File: src/rtl/mem_wb_stage_pkg.sv
// rtl/mem_wb_stage_pkg.sv - shared processor constants and alignment helper
package mem_wb_stage_pkg;

  localparam int DATA_W        = 32;
  localparam int REG_W         = 5;
  localparam int DEFAULT_DEPTH = 64;

  // A memory access is misaligned when it targets a non-word-aligned byte address
  function automatic logic is_misaligned(input logic [1:0] byte_offset, input logic access);
    return access && (byte_offset != 2'b00);
  endfunction

endpackage

File: src/rtl/mem_wb_stage_data_mem.sv
// rtl/mem_wb_stage_data_mem.sv - word-addressed data memory with combinational read
module data_mem
  import mem_wb_stage_pkg::*;
#(
  parameter int DEPTH = DEFAULT_DEPTH,
  localparam int AW   = $clog2(DEPTH)
) (
  input  logic              clk,
  input  logic              we,
  input  logic [AW-1:0]     addr,
  input  logic [DATA_W-1:0] wd,
  output logic [DATA_W-1:0] rd
);

  // Contents start at zero at time zero and are never cleared by reset
  logic [DATA_W-1:0] mem_q [DEPTH] = '{default: '0};

  // Single write port; the caller already gates misaligned stores and reset
  always_ff @(posedge clk) begin
    if (we) begin
      mem_q[addr] <= wd;
    end
  end

  assign rd = mem_q[addr];

endmodule

File: src/rtl/mem_wb_stage.sv
// rtl/mem_wb_stage.sv - memory access stage plus MEM/WB pipeline register
module mem_wb_stage
  import mem_wb_stage_pkg::*;
#(
  parameter int DEPTH = DEFAULT_DEPTH
) (
  input  logic              clk,
  input  logic              reset,
  input  logic [DATA_W-1:0] ALUOutM,
  input  logic [DATA_W-1:0] WriteDataM,
  input  logic [REG_W-1:0]  WriteRegM,
  input  logic              RegWriteM,
  input  logic              MemWriteM,
  input  logic              MemToRegM,
  output logic              AddrErrM,
  output logic [DATA_W-1:0] ALUOutW,
  output logic [DATA_W-1:0] ReadDataW,
  output logic [REG_W-1:0]  WriteRegW,
  output logic              RegWriteW,
  output logic              MemToRegW,
  output logic [DATA_W-1:0] ResultW
);

  localparam int AW = $clog2(DEPTH);

  logic [AW-1:0]     word_addr;
  logic              mem_we;
  logic [DATA_W-1:0] mem_rd;

  // W-stage registers; zero at time zero so outputs are defined before the first reset
  logic [DATA_W-1:0] alu_out_q    = '0;
  logic [DATA_W-1:0] read_data_q  = '0;
  logic [REG_W-1:0]  write_reg_q  = '0;
  logic              reg_write_q  = 1'b0;
  logic              mem_to_reg_q = 1'b0;
  logic [DATA_W-1:0] alu_out_d;
  logic [DATA_W-1:0] read_data_d;
  logic [REG_W-1:0]  write_reg_d;
  logic              reg_write_d;
  logic              mem_to_reg_d;

  // Upper address bits are ignored so accesses wrap modulo the memory size
  assign word_addr = ALUOutM[AW+1:2];
  assign AddrErrM  = is_misaligned(ALUOutM[1:0], MemWriteM | MemToRegM);
  assign mem_we    = MemWriteM & ~AddrErrM & ~reset;

  data_mem #(.DEPTH(DEPTH)) u_data_mem (
    .clk  (clk),
    .we   (mem_we),
    .addr (word_addr),
    .wd   (WriteDataM),
    .rd   (mem_rd)
  );

  // Next W-stage values; a misaligned load is squashed so it never writes the register file
  always_comb begin
    alu_out_d    = ALUOutM;
    read_data_d  = mem_rd;
    write_reg_d  = WriteRegM;
    reg_write_d  = RegWriteM & ~(MemToRegM & AddrErrM);
    mem_to_reg_d = MemToRegM;
  end

  // MEM/WB pipeline register with synchronous clear
  always_ff @(posedge clk) begin
    if (reset) begin
      alu_out_q    <= '0;
      read_data_q  <= '0;
      write_reg_q  <= '0;
      reg_write_q  <= 1'b0;
      mem_to_reg_q <= 1'b0;
    end else begin
      alu_out_q    <= alu_out_d;
      read_data_q  <= read_data_d;
      write_reg_q  <= write_reg_d;
      reg_write_q  <= reg_write_d;
      mem_to_reg_q <= mem_to_reg_d;
    end
  end

  assign ALUOutW   = alu_out_q;
  assign ReadDataW = read_data_q;
  assign WriteRegW = write_reg_q;
  assign RegWriteW = reg_write_q;
  assign MemToRegW = mem_to_reg_q;
  assign ResultW   = mem_to_reg_q ? read_data_q : alu_out_q;

endmodule

File: config.mk
export PLATFORM = sky130hd
export DESIGN_NAME = mem_wb_stage
export DESIGN_NICKNAME = d
export VERILOG_FILES = /design/src/rtl/mem_wb_stage_pkg.sv /design/src/rtl/mem_wb_stage_data_mem.sv /design/src/rtl/mem_wb_stage.sv
export SDC_FILE = /design/constraint.sdc
export NUM_CORES = 2
export LEC_CHECK = 0
export ABC_AREA = 1
export ABC_CLOCK_PERIOD_IN_PS = 5000
export CAP_MARGIN = 20
export CORE_MARGIN = 2
export CORE_UTILIZATION = 28
export CTS_CLUSTER_DIAMETER = 150
export DETAILED_ROUTE_END_ITERATION = 16
export PLACE_DENSITY = 0.51
export SETUP_SLACK_MARGIN = 0.3
export SYNTH_ARGS = -nofsm -noshare
export SYNTH_HDL_FRONTEND = slang
export SYNTH_SLANG_ARGS = --single-unit
File: constraint.sdc
create_clock -name clk -period 5 [get_ports clk]
set_input_delay 0.5 -clock clk [delete_from_list [all_inputs] [get_ports clk]]
set_output_delay 0.5 -clock clk [all_outputs]
set_load 0.02 [all_outputs]
After elaboration in Yosys (flattened, before gate mapping). Memory sizes are Yosys's and may differ from the RTL's. A register that Yosys moved wholly into a read port is not among the register bits. Cells that the tools add are included.

Add/subtract/negate cells: 0. Multiply operators: 0. Divide/modulo/power cells: 0. Magnitude comparators: 0. Eq/ne operators: 0. Shifts and indexed selects: 0. Muxes and demuxes: 3. Bitwise gates (word level): 8. Reductions and logical operators: 2.

Operators with widths (number): 32-bit 2-to-1 mux (1); 1-bit AND (4); 1-bit NOT (3); 1-bit 2-to-1 mux (2); 2-bit nonzero test (1); 1-bit logical AND (1); 1-bit OR (1).

Register bits: 39. Bits in latches: 0. RAM bits: 2048. Bits in read-only memories: 0. Input bits: 74. Logic and storage cells: 18. Memories: 1.

Memories: u_data_mem.mem_q (words 64, bits a word 32, read ports 1, clocked after Yosys merged registers in 1, write ports 1, RTL line mem_wb_stage_data_mem.sv:16) `logic [DATA_W-1:0] mem_q [DEPTH] = '{default: '0};`.

Depth between registers and ports, before layout.
Depth after elaboration: 7. Depth in mapped cells: 14. Mapped depth without buffers: 11.

Hierarchy. Synthesis repeated with hierarchy kept, for this count alone.

Cell total of the unflattened synthesis: 8740. Area total of the unflattened synthesis: 88546.2 µm².

By module, submodules not included: data_mem (instances 1, cells an instance 8408, area an instance 85862.3 µm², seq. area each 61499.0 µm²); mem_wb_stage (instances 1, cells an instance 332, area an instance 2683.8 µm², seq. area each 1421.4 µm²).

Least setup slack after synthesis. OpenSTA, ideal clock, no wires.

Kind: input-to-reg. Start point: input port ALUOutM[1]. End point: memory u_data_mem.mem_q[0][0] (enable). Setup time: 421 ps. Arrival: 2980 ps. Slack: 1599 ps. Stages on the path: 5. Path through: nor2_1 a21oi_1 nor3_1 nand3_1 nor2_1.

Cells in the longest elaborated chain, start to end: 7.

Ends and longest elaborated chain: from (decl) (RTL line mem_wb_stage.sv:9) `input logic [DATA_W-1:0] ALUOutM,`; 2-bit nonzero test (RTL line mem_wb_stage_pkg.sv:10) `return access && (byte_offset != 2'b00);`; 1-bit logical AND (RTL line mem_wb_stage_pkg.sv:10); net AddrErrM (RTL line mem_wb_stage.sv:15) `output logic AddrErrM,`; 1-bit NOT (RTL line mem_wb_stage.sv:45) `assign mem_we = MemWriteM & ~AddrErrM & ~reset;`; 1-bit AND (2 in series) (RTL line mem_wb_stage.sv:45); 1-bit 2-to-1 mux (RTL line mem_wb_stage_data_mem.sv:20) `if (we) begin`; 1-bit 2-to-1 mux (not written as such) (RTL line mem_wb_stage_data_mem.sv:21) `mem_q[addr] <= wd;`; to (decl) (RTL line mem_wb_stage_data_mem.sv:16).

The timed path passes the listed nets, and every way through them passes these cells.

Worst setup path after layout.
Start point: register mem_to_reg_q (netlist: MemToRegW). End point: output port ResultW[14].

Cells in the longest elaborated chain, start to end: 1.

Ends and longest elaborated chain: from (decl) (RTL line mem_wb_stage.sv:35) `logic mem_to_reg_q = 1'b0;`; from (signal assigned) (RTL line mem_wb_stage.sv:77) `mem_to_reg_q <= mem_to_reg_d;`; 32-bit 2-to-1 mux (RTL line mem_wb_stage.sv:86) `assign ResultW = mem_to_reg_q ? read_data_q : alu_out_q;`; to (decl) (RTL line mem_wb_stage.sv:21) `output logic [DATA_W-1:0] ResultW`.

Every way passes these cells.

==> reports/metrics.cfg <==
[floorplanning]
pin_count=178
die-height_um=565
die_area_sq_mm=0.319
core_sq_mm=0.312
initial_core_util_pct=28.2
die_w_um=565
rows=205

[worst_setup_path]
crit_required_ns=4.50
end_kind=output port
worstPathArrival_ns=2.57
cp_max_fo=33
path_class=register to output port
crit_start=MemToRegW
r2r_start=u_data_mem.mem_q[58][8]
crit_path_start_kind=register

[global_route]
grt_max_degree=199
antenna_found_initial=17
overflow=0
grt_pass1_vias=56700
grt_pass1_wl_mm=398
track_usage_pct=17.0

[timing]
setup_viol_count_final=0
fin_tns_setup_ns=0
max-slew-margin-rel_pct=19.8
rsz0062_at_grt=no
min_period_over_period_pct=61.3
skew_ns=0.0330
period_needed_ns=3.07
fin_ws_ns=1.93
worstMarginPinSlew_ns=1.20
slew_violations=0
hold_viol_final=0
max_freq_mhz=326

[route]
wl_per_cell_um=21.1
vias=59600
drt-total-wl_mm=276
drcViolationCount=0
detail_route.iter0.violations=6053
via_per_inst=4.56
ant_nets=0
dr.pass1.iters=5

[clock_network]
cts.repair.resized=0
ctsHoldBuffers=1
cts_tree=built
cts_buffer_depth=3
path_clk_slew_ns=0.06
cts_setup_buffers=0
h-tree-depth=4
clockRootBuffer=clkbuf_16
clkSinkCount=2119
worstSkewPairLatency_ns=0.87
cts_buffers=225

[power]
finalPower_mw=38.5
leakagePower_nw=41.5
p_per_area_mw_per_mm2=377
ir_drop_mv=0.322

[synth]
ys_seq_elements=2119
seq_area_frac_synth_pct=71.5
synth_area_leaders=edfxtp_1 (70%), nand2_1 (24%), dfxtp_1 (1.6%)
ys_warn_count=0
syn_inst=8586
syn_avg_cell_area_sq_um=10.2
syn_nets=8660
synth_top_cell_by_area=edfxtp_1
synth_area_sq_mm=0.0880
yosysTopAreaCellShare_pct=69.9
yosysUniqueCellTypes=20

[place]
globalplace.congestion=0.839
dp_hpwl_mm=158
postPlaceCellArea_sq_mm=0.0950
dpl_worst_slack_ns=1.25
port_buffers=177

[min_path]
worstHoldStart=reset
hp-class=input port to register

[layout]
fillers=31400
final_util_pct=32.8
fin_area_sq_mm=0.102
syn_to_final_growth_pct=16.3
nNetsFinal=8811
drive_gt1_share_pct=7.29

[run]
maxCapViolCount=0

[status]
status=complete, no violations

-- worst paths after layout --
check	slack [ns]	endpoint	depth (start not counted)
hold reg to reg	0.78	ReadDataW[30]	6
setup reg to reg	2.98	ReadDataW[8]	10
setup / recovery	1.93	ResultW[14]	3
hold / removal	0.12	ALUOutW[31]	3
-- power by group --
part | switching (mW) | internal (mW) | total [mW] | leakage, nW
registers | 0.0902 | 19.5 | 19.6 | 19.0
clock network | 6.99 | 9.37 | 16.4 | 3.53
logic | 1.93 | 0.611 | 2.54 | 19.0
total | 9.01 | 29.5 | 38.5 | 41.5
-- critical path: stages, from the launching register on --
cell and delay [ns]:
dfxtp_1 0.30, buf_4 0.39, mux2_2 0.42, clkdlybuf4s50_1 0.55
-- per-layer routing --
layer,share of wire (%),GRT usage (%)
met4,2.5,4.70
met1,46,24.7
met3,6.7,2.23
met2,45,26.4
met5,0,0
-- layout by cell type (no fill, tap or decap), types with 4 or more instances in the layout --
cell type and count:
a21oi_1 33, buf_12 30, buf_2 33, buf_4 146, bufinv_16 16, clkbuf_1 55, clkbuf_16 226, clkbuf_8 17
clkdlybuf4s50_1 141, clkinv_1 42, clkinv_2 47, clkinv_8 4, clkinvlp_4 7, dfxtp_1 71, diode_2 13, edfxtp_1 2048
inv_1 56, inv_6 6, mux2_2 32, nand2_1 5684, nand3_1 16, nor2_1 117, nor2_4 64, nor3_4 7
o211ai_1 7, o21ai_0 4, o21ai_1 7
-- kinds of logic after synthesis --
group                  Yosys count  share of synthesized area [%]
buffers and inverters          491                           2.54
and+or+nand+nor               5893                           25.2
DFF                           2119                           71.5
muxes                           32                          0.410
AOI/OAI and AO/OA               51                          0.310
-- sequential cells by signal (all words and copies together), names as in the netlist --
register and cells:
u_data_mem.mem_q 2048, ALUOutW 32, ReadDataW 32, WriteRegW 5, MemToRegW 1, RegWriteW 1
-- cells in the mapped netlist, drive strengths merged --
| cell | instances |
|---|---|
| nand2 | 5684 |
| edfxtp | 2048 |
| buf | 333 |
| nor2 | 181 |
| clkbuf | 98 |
| dfxtp | 71 |
| inv | 60 |
| a21oi | 33 |
| mux2 | 32 |
| nand3 | 16 |
| o21ai | 11 |
| nor3 | 9 |
| o211ai | 7 |
| or2 | 3 |
-- stage by stage --
stage	std cells	hold WS, ns
global placement	12600	0.768
CTS	13100	0.0729
detailed placement	12600	0.734
global route	13100	0.0942
floorplan	8586	0.599
finish	13100	0.116
-- final cells by class --
class                   instances  area (sq um)  area share (%)
diodes                         13          32.5          0.0318
clock buffers                 298          6100            5.96
clock inverters               126          1110            1.09
inverters                      60           248           0.242
multi-input cells            5976         23400            22.8
flip-flops and latches       2119         62900            61.5
well taps                    4140          5180            5.06
repair buffers                355          3360            3.28
Power figures use the tool's default switching activity.
